--- config.mk ---
export PLATFORM = sky130hd
export DESIGN_NAME = fetch_sequencer
export DESIGN_NICKNAME = d
export VERILOG_FILES = /design/src/rtl/fetch_sequencer.sv
export SDC_FILE = /design/constraint.sdc
export NUM_CORES = 1
export LEC_CHECK = 0
export BUFFER_PORTS_ARGS = -buffer_cell sky130_fd_sc_hd__buf_4
export CORE_MARGIN = 2
export CORE_UTILIZATION = 47
export CTS_BUF_LIST = sky130_fd_sc_hd__clkbuf_8
export DETAILED_ROUTE_END_ITERATION = 10
export PLACE_DENSITY = 0.76
export SLEW_MARGIN = 20
export SYNTH_ARGS = -nofsm -noshare
export SYNTH_HDL_FRONTEND = slang
export SYNTH_SLANG_ARGS = --single-unit
export TNS_END_PERCENT = 20
--- constraint.sdc ---
create_clock -name clk -period 1.9 [get_ports clk]
set_input_delay 0.19 -clock clk [delete_from_list [all_inputs] [get_ports clk]]
set_output_delay 0.19 -clock clk [all_outputs]
set_load 0.1 [all_outputs]
--- src/rtl/fetch_sequencer.sv ---
// Instruction-fetch controller: one outstanding imem request, registered output stage
// with a one-entry skid buffer, execute-stage redirect with in-flight squash.
// Optional performance counters are built when FETCH_SEQ_PERF_EN is defined.
module fetch_sequencer #(
  parameter int              WIDTH    = 32,
  parameter logic [WIDTH-1:0] RESET_PC = '0
) (
  input  logic             clk,
  input  logic             rst,
  input  logic             stall_i,
  input  logic             redirect_i,
  input  logic [WIDTH-1:0] redirect_pc_i,
  output logic             imem_req_o,
  output logic [WIDTH-1:0] imem_addr_o,
  input  logic             imem_rvalid_i,
  input  logic [WIDTH-1:0] imem_rdata_i,
  output logic             valid_o,
  output logic [WIDTH-1:0] instr_o,
  output logic [WIDTH-1:0] pc_o,
  output logic [WIDTH-1:0] pc_plus4_o,
  output logic [31:0]      fetch_cnt_o,
  output logic [31:0]      kill_cnt_o
);

  localparam logic [1:0] S_FETCH = 2'd0;
  localparam logic [1:0] S_WAIT  = 2'd1;
  localparam logic [1:0] S_HOLD  = 2'd2;
  localparam logic [1:0] S_KILL  = 2'd3;

  localparam logic [WIDTH-1:0] PC_STEP = WIDTH'(3'd4);

  logic [1:0]       state_r;
  logic [1:0]       state_nxt_s;
  logic [WIDTH-1:0] pc_r;
  logic             valid_r;
  logic [WIDTH-1:0] instr_r;
  logic [WIDTH-1:0] pc_out_r;
  logic [WIDTH-1:0] skid_instr_r;
  logic [WIDTH-1:0] skid_pc_r;

  logic consume_s;
  logic resp_s;
  logic load_out_s;
  logic load_skid_s;
  logic unload_skid_s;

  assign consume_s     = valid_r & ~stall_i;
  assign resp_s        = (state_r == S_WAIT) & imem_rvalid_i & ~redirect_i;
  assign load_out_s    = resp_s & (~valid_r | consume_s);
  assign load_skid_s   = resp_s & valid_r & ~consume_s;
  assign unload_skid_s = (state_r == S_HOLD) & consume_s & ~redirect_i;

  // Next-state selection; redirect overrides the normal flow.
  always_comb begin
    state_nxt_s = state_r;
    if (redirect_i) begin
      // A response still owed by memory must be absorbed in KILL before refetching.
      if (((state_r == S_WAIT) || (state_r == S_KILL)) && !imem_rvalid_i) begin
        state_nxt_s = S_KILL;
      end else begin
        state_nxt_s = S_FETCH;
      end
    end else begin
      case (state_r)
        S_FETCH: state_nxt_s = S_WAIT;
        S_WAIT: begin
          if (imem_rvalid_i) begin
            state_nxt_s = load_skid_s ? S_HOLD : S_FETCH;
          end else begin
            state_nxt_s = S_WAIT;
          end
        end
        S_HOLD: begin
          if (consume_s) begin
            state_nxt_s = S_FETCH;
          end else begin
            state_nxt_s = S_HOLD;
          end
        end
        S_KILL: begin
          if (imem_rvalid_i) begin
            state_nxt_s = S_FETCH;
          end else begin
            state_nxt_s = S_KILL;
          end
        end
        default: state_nxt_s = S_FETCH;
      endcase
    end
  end

  // FSM state and fetch PC.
  always_ff @(posedge clk) begin
    if (rst) begin
      state_r <= S_FETCH;
      pc_r    <= RESET_PC;
    end else begin
      state_r <= state_nxt_s;
      if (redirect_i) begin
        pc_r <= redirect_pc_i;
      end else if (resp_s) begin
        pc_r <= pc_r + PC_STEP;
      end
    end
  end

  // Output register: load from memory, refill from skid, or drain on consume.
  always_ff @(posedge clk) begin
    if (rst || redirect_i) begin
      valid_r  <= 1'b0;
      instr_r  <= '0;
      pc_out_r <= '0;
    end else if (load_out_s) begin
      valid_r  <= 1'b1;
      instr_r  <= imem_rdata_i;
      pc_out_r <= pc_r;
    end else if (unload_skid_s) begin
      valid_r  <= 1'b1;
      instr_r  <= skid_instr_r;
      pc_out_r <= skid_pc_r;
    end else if (consume_s) begin
      valid_r  <= 1'b0;
    end
  end

  // Skid register captures a response that arrives while decode is stalled.
  always_ff @(posedge clk) begin
    if (rst || redirect_i) begin
      skid_instr_r <= '0;
      skid_pc_r    <= '0;
    end else if (load_skid_s) begin
      skid_instr_r <= imem_rdata_i;
      skid_pc_r    <= pc_r;
    end
  end

  assign imem_req_o  = (state_r == S_FETCH) & ~redirect_i & ~rst;
  assign imem_addr_o = pc_r;
  assign valid_o     = valid_r;
  assign instr_o     = instr_r;
  assign pc_o        = pc_out_r;
  assign pc_plus4_o  = pc_out_r + PC_STEP;

`ifdef FETCH_SEQ_PERF_EN
  logic [31:0] fetch_cnt_r;
  logic [31:0] kill_cnt_r;
  logic        drop_s;

  assign drop_s = imem_rvalid_i &
                  ((state_r == S_KILL) | ((state_r == S_WAIT) & redirect_i));

  // Delivered and discarded instruction counters, free-running with wrap.
  always_ff @(posedge clk) begin
    if (rst) begin
      fetch_cnt_r <= 32'h0;
      kill_cnt_r  <= 32'h0;
    end else begin
      if (consume_s) begin
        fetch_cnt_r <= fetch_cnt_r + 32'd1;
      end
      if (drop_s) begin
        kill_cnt_r <= kill_cnt_r + 32'd1;
      end
    end
  end

  assign fetch_cnt_o = fetch_cnt_r;
  assign kill_cnt_o  = kill_cnt_r;
`else
  assign fetch_cnt_o = 32'h0;
  assign kill_cnt_o  = 32'h0;
`endif

endmodule

# After elaboration in Yosys (flattened, before gate mapping)
# Index checks and enable logic that the tools add are counted.
dict set report totals {
  ff_bits 163
  latchBits 0
  ram_bits 0
  mem_bits_ro 0
  output_inout_bits 194
  word_cells 52
  memories 0
}
dict set report classes {
  addsub 2
  n_mul 0
  n_div 0
  n_lt_le_gt_ge 0
  eq_ne 3
  n_shift 0
  muxes 16
  bitwise 16
  reduce_logical 8
}
# cell count
set op_table {}
lappend op_table {{$mux W32} 6}
lappend op_table {{$add A32 B3 Y32 const B} 2}
lappend op_table {{$mux W2} 6}
lappend op_table {{$and A1 B1 Y1} 10}
lappend op_table {{$pmux W2 S4} 1}
lappend op_table {{$not A1 Y1} 5}
lappend op_table {{$eq A2 B2 Y1 const B} 2}
lappend op_table {{$reduce_bool A2 Y1} 2}
lappend op_table {{$mux W1} 3}
lappend op_table {{$reduce_bool A3 Y1} 1}
lappend op_table {{$eq A2 B1 Y1 const B} 1}
lappend op_table {{$logic_not A2 Y1} 1}
lappend op_table {{$logic_or A1 B1 Y1} 2}
lappend op_table {{$logic_and A1 B1 Y1} 1}
lappend op_table {{$logic_not A1 Y1} 1}
lappend op_table {{$or A1 B1 Y1} 1}

# Longest topological paths before layout
dict set report depth {
  ltp_word 9
  mapped_depth 7
}

# Worst setup path after synthesis
# No wires, ideal clock.
dict set report synth_path {
  kind {register -> output}
  startpoint {register pc_out_r[12], in the netlist pc_o[12]}
  endpoint {output pc_plus4_o[27]}
  arrival_time_ns 3.753
  t_required_ns 1.710
  setup_slack_ns -2.043
  stages_incl_launch_ff 6
  path_cell_list {dfxtp_1 -> nand4_1 -> nor4_1 -> clkbuf_1 -> nand4_1 -> xnor2_1}
}
dict set report synth_via {
  elab_chain_len 1
}
# item line_no
set synth_rtl {}
lappend synth_rtl {{start, declared} 37} ;# logic [WIDTH-1:0] pc_out_r;
lappend synth_rtl {{start signal, assigned} 116} ;# pc_out_r <= pc_r;
lappend synth_rtl {{start signal, assigned} 120} ;# pc_out_r <= skid_pc_r;
lappend synth_rtl {{$add A32 B3 Y32} 142} ;# assign pc_plus4_o = pc_out_r + PC_STEP;
lappend synth_rtl {{end, declared} 20} ;# output logic [WIDTH-1:0] pc_plus4_o,
# No other way between the ends.

# Worst setup path in the final report
dict set report layout_path {
  startpoint {register pc_out_r[10], in the netlist pc_o[10]}
  endpoint {output pc_plus4_o[31]}
}
# Same word-level chain as after synthesis.

==> metrics.md <==
| Metric | Value |
|---|---|
| Worst R2R Path Depth | 5 |
| Register area share after synthesis | 42.3% |
| CTS Buf Count | 17 |
| Area of placed instances | 0.0101 mm² |
| Cell total after placement | 1349 |
| Worst hold path depth | 3 |
| Initial antenna violation count | 0 |
| H-tree depth | 4 |
| Crit Path Class | reg -> out |
| Share of layout cells above drive strength 1 | 33.2% |
| DRT Wirelength | 22700 µm |
| Largest net degree at the start of global routing | 83 |
| Area growth from synthesis to layout | 48.3% |
| Final WS setup | -0.417 ns |
| Mean routed wirelength per cell | 15.8 µm |
| Final instance area | 0.0114 mm² |
| Async SR Flop Fraction | 0% |
| Hold EP | imem_addr_o[22] |
| Critical path, cell by cell | nand3_4 -> nor4_4 -> buf_4 -> nand4_1 -> xnor2_4 -> buf_12 |
| Area share of the largest cell type after synthesis | 42.3% |
| Max-cap violations | 0 |
| CTS tree | built |
| Ant diodes | 0 |
| First-pass GRT wire length | 35900 µm |
| Drt drc | 0 |
| Clock transition at path regs | 0.08 ns |
| RSZ-0062 raised after global routing | true |
| Cell taking the most area after synthesis | dfxtp_1 |
| Clock latency on the worst-skew pair | 0.45 ns |
| Row Count | 46 |
| Delay of the slowest cell on the worst path | 0.38 ns |
| Distinct cells, synth | 55 |
| Top Ports | 263 |
| Maximum clock insertion buffer count | 2 |
| Final hold violations | 0 |
| CP Data Arrival Time | 2.13 ns |
| Core area | 0.0159 mm² |
| Root Buffer | clkbuf_8 |
| Compound-cell area share of the yosys netlist | 20.0% |
| Vias per inst | 5.31 |
| Area of the multi-input gates | 0.00458 mm² |
| Post-Synth Simple-Gate Area | 21.8% |
| Die Width | 132 µm |
| Layout fillers | 1202 |
| Crit path buf inv count | 2 |
| 1st-pass router iterations | 5 |
| Type of origin of the critical path | flop |
| Peak VDD IR | 0.447 mV |
| Synth Register Bits | 163 |
| Crit-path max FO | 6 |
| Cells after Synth | 963 |
| Syn Std Cell Area | 0.00771 mm² |
| DP HPWL | 15000 µm |
| Port bufs | 198 |
| HP Start | redirect_pc_i[22] |
| Final std cells w/o fill | 1439 |
| Final #Nets | 1281 |
| Top delay family on crit path | simple AND/OR/NAND/NOR gates |
| Post-Synth XOR/XNOR Area | 4.43% |
| Slew Viols, Final | 0 |
| Vias in the first global route | 7163 |
| Post-synthesis mux area share | 0.260% |
| Cell with the most instances after synthesis | nand2_1 |
| Synth cell count leaders | nand2_1, dfxtp_1, a21oi_1 |
| Final min period | 2.32 ns |
| Number of synthesized flops with an enable pin | 0 |
| Hold WC Path Type | in -> reg |
| Initial Utilization | 48.4% |
| Synth Area in Adders | 0.325% |
| Reg2Reg Capture Point | imem_addr_o[26] |
| Top FF cell, synth | dfxtp_1 |
| Reg2reg start | imem_addr_o[3] |
| YS warnings | 0 |
| Die ar. | 0.0174 mm² |
| Routability cong. | 0.877 |
| Crit path required time | 1.71 ns |
| PD cells | 668 mW/mm² |
| Initial DRC count | 459 |
| Final global-route overflow total | 0 |
| Pwr Total | 7.64 mW |
| Die Y | 132 µm |
| Utilization after layout | 71.7% |
| Status | finished with violations |
| Clock sink count | 163 |
| Place WS | 0.000642 ns |
| Area contributors post-synth | dfxtp_1, nand2_1, a21oi_1, buf_4, a22oi_1 |
| Final Cycle Share | 122% |
| Leakage | 4.33 nW |
| Largest family of logic cells by synthesized area | simple AND/OR/NAND/NOR gates |
| Fmax | 0.432 GHz |
| Storage cell area | 0.00342 mm² |
| Clock Skew | 0.00898 ns |
| Slowest library cell on the worst path | dfxtp_4 |
| R2R setup slack | -0.01 ns |
| Syn_area_per_cell | 8.01 µm² |
| Vias | 7646 |
| Setup violators final | 25 |
| GRT Total Usage | 25.1% |
| Violated checks | setup timing |
| Antenna viol nets, final | 0 |
| Critical path capture point type | primary output |
[cells in the final DEF (no fill, tap or decap), types with 5 or more instances in the layout]
cell type,Yosys,final
a21oi_1,132,132
a211oi_1,11,11
nand3_4,1,5
or4_1,6,6
nand3_1,22,14
dlygate4sd3_1,0,47
xnor2_4,0,22
and4_1,7,7
a311oi_1,12,12
nor2_4,0,6
dfxtp_2,0,20
dfxtp_1,163,107
nand2b_1,6,6
clkbuf_8,1,19
nand2_1,211,207
a22oi_1,64,64
buf_4,68,221
nand4_1,24,24
dfxtp_4,0,36
nor4_1,7,6
inv_1,8,12
and3_1,10,10
o21ai_0,6,6
nor2_1,37,31
xnor2_1,30,7
conb_1,1,64
buf_12,0,28
o31ai_1,5,5
[cell families (layout without fill, tap and decap cells)]
family                     after synthesis  count (layout)
AOI/OAI and AO/OA                      247             247
other                                    1              64
buffers and inverters                  146             343
DFF                                    163             163
xor gates and xnor gates                39              39
adders and majority gates                2               2
muxes                                    2               2
and+or+nand+nor                        363             363
[worst register-to-register path: cells and delay by family, from the launching register on]
family / cells / cell delay, ns
simple gates: 3 / 1.07
fa+ha+maj: 1 / 0.14
compound gates: 1 / 0.23
flops: 1 / 0.37
[report_power, final]
group / internal (mW) / switching (mW)
Sequential: 3.45 / 0.109
Clock: 1.21 / 1.23
Combinational: 0.360 / 1.28
Total: 5.02 / 2.62
[registers in the layout (all words and copies together) (netlist names)]
| signal | count |
|---|---|
| imem_addr_o | 32 |
| instr_o | 32 |
| pc_o | 32 |
| skid_instr_r | 32 |
| skid_pc_r | 32 |
| state_r | 2 |
| valid_o | 1 |
[stage by stage]
stage                     hold WS (ns)  setup TNS, ns
after floorplan                  0.258         -44.30
after global placement           0.424       -0.00882
after detailed placement         0.441              0
after CTS                     0.000690          -6.57
after global routing            0.0155          -9.86
final                           0.0249          -6.68
[cell type report]
cell class / count / area share, %
clock buffer: 19 / 2.29
clock inverter: 13 / 1.04
inverter: 9 / 0.295
multi-input combinational: 717 / 40.0
sequential: 163 / 29.9
tap: 216 / 2.36
timing repair buffer: 302 / 24.1
[repair_timing]
item                                    CTS  global route
pin swaps                                10             7
hold endpoints to repair                 48             0
hold buffers                             47             0
resized for setup                        70            15
setup buffers                             5             5
cloned                                    0             1
endpoints found under the setup margin   27            32
[worst max-delay path by stage]
stage	startpoint	endpoint	cells after the start	slack (ns)
finish	pc_o[10]	pc_plus4_o[31]	6	-0.42
CTS	pc_o[12]	pc_plus4_o[29]	6	-0.40
global placement	pc_o[12]	pc_plus4_o[31]	6	-0.009
global route	pc_o[11]	pc_plus4_o[31]	6	-0.56
floorplan	pc_o[14]	pc_plus4_o[31]	5	-0.54
detailed placement	pc_o[12]	pc_plus4_o[31]	6	0.0006
[routing by layer]
| layer | GRT usage [%] | wire (µm) | up-vias |
|---|---|---|---|
| met3 | 6.00 | 1390 | 30 |
| met5 | 0 | 0 | - |
| li1 | - | - | 3746 |
| met2 | 44.0 | 11700 | 280 |
| met1 | 30.8 | 9260 | 3590 |
| met4 | 7.13 | 353 | 0 |
No activity file was read; power rests on OpenSTA's default activity.
